File: config.mk
export PLATFORM = sky130hd
export DESIGN_NAME = mem_arbiter_ctlr
export DESIGN_NICKNAME = d
export VERILOG_FILES = /design/src/rtl/mem_arbiter_ctlr.sv
export SDC_FILE = /design/constraint.sdc
export NUM_CORES = 1
export LEC_CHECK = 0
export BUFFER_PORTS_ARGS = -buffer_cell sky130_fd_sc_hd__buf_4
export CORE_AREA = 5 5 170 172
export DETAILED_ROUTE_END_ITERATION = 10
export DIE_AREA = 0 0 175 177
export HOLD_SLACK_MARGIN = 0.1
export PLACE_DENSITY_LB_ADDON = 0.05
export SETUP_SLACK_MARGIN = 0.4
export SYNTH_ARGS = -nofsm -noshare
export SYNTH_HDL_FRONTEND = slang
export SYNTH_SLANG_ARGS = --single-unit
File: constraint.sdc
create_clock -name clock -period 2.2 [get_ports clock]
set_input_delay 0.11 -clock clock [delete_from_list [all_inputs] [get_ports clock]]
set_output_delay 0.11 -clock clock [all_outputs]
set_load 0.05 [all_outputs]
File: src/rtl/mem_arbiter_ctlr.sv
// Arbitrates dcache and icache bus commands onto single-ported memory and routes
// tagged returns back to the client that owns each outstanding tag.
module mem_arbiter_ctlr #(
    parameter int unsigned STARVE_LIMIT = 4,
    parameter int unsigned TAG_W        = 4,
    parameter int unsigned XLEN         = 32
) (
    input  logic             clock,
    input  logic             reset,
    input  logic [1:0]       dcache2ctlr_command,
    input  logic [XLEN-1:0]  dcache2ctlr_addr,
    input  logic [63:0]      dcache2ctlr_data,
    input  logic [1:0]       icache2ctlr_command,
    input  logic [XLEN-1:0]  icache2ctlr_addr,
    output logic [1:0]       ctlr2mem_command,
    output logic [XLEN-1:0]  ctlr2mem_addr,
    output logic [63:0]      ctlr2mem_data,
    input  logic [TAG_W-1:0] mem2ctlr_response,
    input  logic [63:0]      mem2ctlr_data,
    input  logic [TAG_W-1:0] mem2ctlr_tag,
    output logic [TAG_W-1:0] ctlr2dcache_response,
    output logic [63:0]      ctlr2dcache_data,
    output logic [TAG_W-1:0] ctlr2dcache_tag,
    output logic [TAG_W-1:0] ctlr2icache_response,
    output logic [63:0]      ctlr2icache_data,
    output logic [TAG_W-1:0] ctlr2icache_tag,
    output logic             ctlr_err
);

    localparam int unsigned NUM_TAGS = 1 << TAG_W;
    localparam logic [1:0]  BUS_NONE = 2'd0;
    localparam logic [3:0]  LIMIT    = 4'(STARVE_LIMIT);

    // Entry 0 is never allocated since a zero response means "not accepted".
    logic [NUM_TAGS-1:0] owner_valid;
    logic [NUM_TAGS-1:0] owner_is_icache;
    logic [3:0]          starve_cnt;
    logic                err_flag;

    logic dcache_req, icache_req, forced;
    logic grant_icache, grant_dcache, accepted, icache_accepted;
    logic ret_valid, ret_icache, ret_orphan;

    always_comb begin
        dcache_req      = dcache2ctlr_command != BUS_NONE;
        icache_req      = icache2ctlr_command != BUS_NONE;
        forced          = icache_req && (starve_cnt == LIMIT);
        grant_icache    = icache_req && (forced || !dcache_req);
        grant_dcache    = dcache_req && !grant_icache;
        accepted        = mem2ctlr_response != '0;
        icache_accepted = grant_icache && accepted;
        ret_valid       = (mem2ctlr_tag != '0) && owner_valid[mem2ctlr_tag];
        ret_icache      = owner_is_icache[mem2ctlr_tag];
        ret_orphan      = (mem2ctlr_tag != '0) && !owner_valid[mem2ctlr_tag];
    end

    always_comb begin
        ctlr2mem_command     = BUS_NONE;
        ctlr2mem_addr        = '0;
        ctlr2mem_data        = '0;
        ctlr2dcache_response = '0;
        ctlr2dcache_data     = '0;
        ctlr2dcache_tag      = '0;
        ctlr2icache_response = '0;
        ctlr2icache_data     = '0;
        ctlr2icache_tag      = '0;
        ctlr_err             = err_flag && !reset;
        if (!reset) begin
            if (grant_icache) begin
                ctlr2mem_command     = icache2ctlr_command;
                ctlr2mem_addr        = icache2ctlr_addr;
                ctlr2icache_response = mem2ctlr_response;
            end else if (grant_dcache) begin
                ctlr2mem_command     = dcache2ctlr_command;
                ctlr2mem_addr        = dcache2ctlr_addr;
                ctlr2mem_data        = dcache2ctlr_data;
                ctlr2dcache_response = mem2ctlr_response;
            end
            if (ret_valid) begin
                if (ret_icache) begin
                    ctlr2icache_tag  = mem2ctlr_tag;
                    ctlr2icache_data = mem2ctlr_data;
                end else begin
                    ctlr2dcache_tag  = mem2ctlr_tag;
                    ctlr2dcache_data = mem2ctlr_data;
                end
            end
        end
    end

    always_ff @(posedge clock) begin
        if (reset) begin
            owner_valid     <= '0;
            owner_is_icache <= '0;
            starve_cnt      <= '0;
            err_flag        <= 1'b0;
        end else begin
            if (ret_valid) begin
                owner_valid[mem2ctlr_tag] <= 1'b0;
            end
            if (ret_orphan) begin
                err_flag <= 1'b1;
            end
            // Placed after the release so a same-tag allocate takes precedence.
            if (accepted && (grant_icache || grant_dcache)) begin
                owner_valid[mem2ctlr_response]     <= 1'b1;
                owner_is_icache[mem2ctlr_response] <= grant_icache;
            end
            if (!icache_req || icache_accepted) begin
                starve_cnt <= '0;
            end else if (starve_cnt < LIMIT) begin
                starve_cnt <= starve_cnt + 4'd1;
            end
        end
    end

endmodule

Word-level counts from Yosys, hierarchy flattened
Cells that the tools add are included.

cells by class
  $add $sub $neg = 1
  $lt $le $gt $ge = 5
  equality and inequality tests = 1
  mux-type cells = 38
  bitwise gates (word level) = 3
  reduce and logical (&&, ||, !) cells = 23

operators by type and width
  operator             count
  $mux 64              9
  $mux 32              3
  $mux 16              3
  $mux 4               11
  $and 16x16->16       1
  $bwmux 16            1
  $not 16->16          1
  $or 16x16->16        1
  $logic_and 1x1->1    10
  $lt 4x5->1 const B   2
  $bmux 1 s4           2
  $demux 1 s4          2
  $ge 4x1->1 const B   2
  $reduce_bool 4->1    2
  $mux 2               3
  $logic_not 1->1      5
  $add 4x1->4 const B  1
  $eq 4x3->1 const B   1
  $lt 4x3->1 const B   1
  $mux 1               4
  $reduce_bool 2->1    2
  $logic_or 1x1->1     3
  $reduce_or 2->1      1

word-level totals
  register bits after elaboration = 37
  input bits = 206
  output and inout bits = 243
  word-level logic and storage cells = 75

Logic depth before layout (Yosys ltp)
  depth after elaboration = 10
  depth in mapped cells = 9
  depth with buffers taken out = 6

Worst setup path before layout
OpenSTA, ideal clock, no wires.

  path type = in2out
  start point = input mem2ctlr_tag[3]
  end point = output ctlr2icache_data[0]
  data arrival time = 2606 ps
  required time = 2090 ps
  slack = -516 ps
  cell stages on the path = 7
  path buffers = 3
  cell sequence = clkbuf_1 or2_4 or3_1 a31o_1 buf_2 buf_2 a211oi_1

between the ends
  word-level cells in the longest chain between the ends = 5
  elaborated cells between the ends (all ways) = 9
  those cells by class = mux (7); reduce/logical (2)

RTL lines
  what                                          line    source
  start: declaration                            20      input logic [TAG_W-1:0] mem2ctlr_tag,
  $bmux 1 s4, on equally long branches          53, 52
  $mux 1, on equally long branches              53, 52
  $mux 64 or $logic_and 1x1->1 (tied branches)  80, 52
  $mux 64 *                                     79      if (ret_valid) begin
  $mux 64 *                                     68      if (!reset) begin
  end: declaration                              25      output logic [63:0] ctlr2icache_data,

Every way passes the cells marked *; elsewhere a longest branch is shown, timed or not. The select of a mux whose other input is x is not followed.

Worst setup path in the final report
  start point = register owner_valid[2]
  end point = output ctlr2icache_data[53]

between the ends
  word-level cells in the longest chain between the ends = 5

RTL lines
  what                              line  source
  start: declaration                35    logic [NUM_TAGS-1:0] owner_valid;
  start signal: assignment          93    owner_valid <= '0;
  start signal: indexed assignment  99    owner_valid[mem2ctlr_tag] <= 1'b0;
  start signal: indexed assignment  106   owner_valid[mem2ctlr_response] <= 1'b1;
  $bmux 1 s4                        52    ret_valid = (mem2ctlr_tag != '0) && owner_valid[mem2ctlr_tag];
  $mux 1 (not written as such)      52
  $logic_and 1x1->1                 52
  $mux 64                           79
  $mux 64                           68

No other way between the ends. The select of a mux whose other input is x is not followed.

==> metrics.md <==
| Metric | Value |
|---|---|
| CP startpoint kind | register |
| Synth-to-Final Area Change | 174.8% |
| WL final | 28160 µm |
| Num CTS Buffers | 5 |
| Synth unique cells | 48 |
| Worst Path Required | 2090 ps |
| Critical path's largest stage delay | 420 ps |
| Final antenna-violating net count | 0 |
| Clock Skews | 2.691 ps |
| Crit Path Max Fanout | 6 |
| Fill cells | 2549 |
| Maxcap violations | 0 |
| Clock-pin slew on the worst setup and hold paths | 60 ps |
| Initial DRC count | 225 |
| Gr usage total | 16.30% |
| CTS tree | built |
| Slowest-stage cell, CP | or3_4 |
| Top_reg_cell synth | dfxtp_1 |
| Pwr dens | 291.4 nW/µm² |
| Setup WS pre-CTS | 50.74 ps |
| Register bit count reported by yosys | 36 |
| Synth Instances | 592 |
| Layout cells sized above 1 | 74.42% |
| Hold Slack | 210.6 ps |
| Clock root buffer | clkbuf_16 |
| Hold path depth | 3 |
| Buffer depth of the longest clock path | 2 |
| Critical Path AT | 2200 ps |
| CP endpoint kind | primary output |
| Syn Nets | 800 |
| Setup violators final | 198 |
| Core Area | 27320 µm² |
| Most instantiated cells after synthesis | 80 x a211oi_2, 72 x and2_1, 72 x inv_1 |
| Grt ovf | 0 |
| Die area | 30980 µm² |
| Max VDD drop | 0.3445 mV |
| Routed wire per std cell | 19.68 µm |
| Register area share after synthesis | 15.33% |
| First-pass GRT wire length | 40540 µm |
| Initial antenna violation count | 2 |
| Top cell type's share of synthesized area | 21.29% |
| Final WS setup | -105.9 ps |
| Fin crit period | 2306 ps |
| Leak Pwr | 5.365 nW |
| Final Hold Viols | 0 |
| Worst skew pair latency | 270 ps |
| Hpwl dp | 21360 µm |
| Count leader, synth | a211oi_2 |
| Cells along the critical path | mux2i_2, or3_4, a31o_4, buf_6, buf_16, a211oi_4, buf_6 |
| Hold Crit Class | in2reg |
| Syn. warnings | 0 |
| Starting Density | 17.21% |
| CP Class | reg2out |
| Post-synth EDFFs | 0 |
| DRC viols | 0 |
| Clock sink total | 36 |
| Tcrit/Tclk final | 104.8% |
| Async SR Flop Fraction | 0% |
| # rows | 61 |
| Num ports | 449 |
| Vias per cell | 4.510 |
| Unrepaired setup endpoints after global routing | yes |
| Rel. slew slack | 52.57% |
| Max H-tree Level | 2 |
| Via count | 6454 |
| Gp weighted congestion | 0.7852 |
| Cell area after synthesis | 4702 µm² |
| Largest net degree at the start of global routing | 42 |
| Nets | 1291 |
| TritonRoute pass-1 iters | 5 |
| Synth area leader | a211oi_2 |
| Status | complete, but fails checks |
| Vias in the first global route | 6782 |
| Most used cell, CP | buf_6 |
| Syn_area_per_cell | 7.943 µm² |
| Port buffer count | 448 |
| Failing checks | negative setup slack |
| Synth area leaders | a211oi_2 21%, dfxtp_1 15%, and2_1 9.6% |
| Die height | 177 µm |
| Chip width | 175 µm |
| Worst Tran Pin Value | 704.9 ps |
| F_max | 0.4337 GHz |
| Reg2reg path depth | 7 |
| Slew Limit Fails | 0 |
## cell type report
cell class	count	area (µm²)	share of cell area (%)
inverters	72	270.3	2.091
repair buffers	554	6330	48.98
multi-input cells	414	5001	38.70
well taps	346	432.9	3.350
diodes	2	5.005	0.03873
flip-flops and latches	36	730.7	5.655
clock buffers	7	152.6	1.181
## stage by stage
step,std cells,setup TNS (ps),instance area (µm²),power [mW],utilization [%]
floorplan,592,-3221,6351,1.945,-
detailed placement,1368,0,10350,2.652,37.88
global placement,1368,0,10350,2.661,37.88
CTS,1400,-11800,12240,3.708,44.79
finish,1431,-6875,12920,3.766,47.29
global route,1431,-23270,12920,3.927,47.29
## worst paths after layout
path	slack [ps]	to	startpoint
hold reg to reg	470	err_flag	err_flag
setup reg to reg	740	owner_is_icache[11]	starve_cnt[1]
setup / recovery	-110	ctlr2icache_data[53]	owner_valid[2]
hold / removal	210	owner_valid[14]	mem2ctlr_response[2]
## registers in the layout, indices dropped and copies added, names as in the netlist
name and flops:
err_flag 1, owner_is_icache 16, owner_valid 15, starve_cnt 4
## repair_timing
action / 4_1_cts / 5_1_grt
endpoints found under the setup margin: 242 / 242
hold endpoints to repair: 0 / 0
hold buffers: 0 / 0
gates cloned: 13 / 12
gates resized for setup: 328 / 64
pin swaps: 24 / 18
setup buffers: 12 / 17
## cells by family after synthesis
| group | Yosys count | synth area share (%) |
|---|---|---|
| AOI/OAI and AO/OA | 219 | 42.84 |
| xor gates and xnor gates | 1 | 0.1863 |
| adders and majority gates | 2 | 0.5321 |
| buffers and inverters | 144 | 14.87 |
| DFF | 36 | 15.33 |
| muxes | 23 | 6.306 |
| and+or+nand+nor | 167 | 19.93 |
## worst max-delay path: cells and delay by family (launching register included)
family | cells | cell delay, ps
buffers and inverters | 3 | 490
AOI/OAI and AO/OA | 2 | 580
muxes | 1 | 80
and+or+nand+nor | 1 | 420
DFF | 1 | 330
## per-layer routing
layer / routed length [µm] / GRT usage [%]
met5: 0 / 0
met4: 453 / 3.863
met3: 2143 / 4.700
met2: 15600 / 31.32
met1: 9962 / 17.58
## layout by cell type (no fill, tap or decap), types with 9 or more instances in the layout
cell type and count:
mux2i_1 14, nand2_1 14, dfxtp_1 28, buf_4 247
clkbuf_16 12, and2_1 30, inv_1 70, a211oi_2 9
buf_6 177, a22o_4 32, and2_4 42, o21ai_0 13
buf_12 37, a21oi_1 21, buf_8 66, nand3_1 11
a211oi_4 125, buf_16 15, nor2_1 29
## power breakdown
part / total [mW] / leakage (nW) / switching (mW) / internal (mW)
clock: 0.740 / 0.0760 / 0.265 / 0.475
sequential: 0.679 / 0.295 / 0.00913 / 0.670
combinational: 2.35 / 4.99 / 1.27 / 1.07
total: 3.77 / 5.36 / 1.55 / 2.22
No activity file was read; power rests on OpenSTA's default activity.
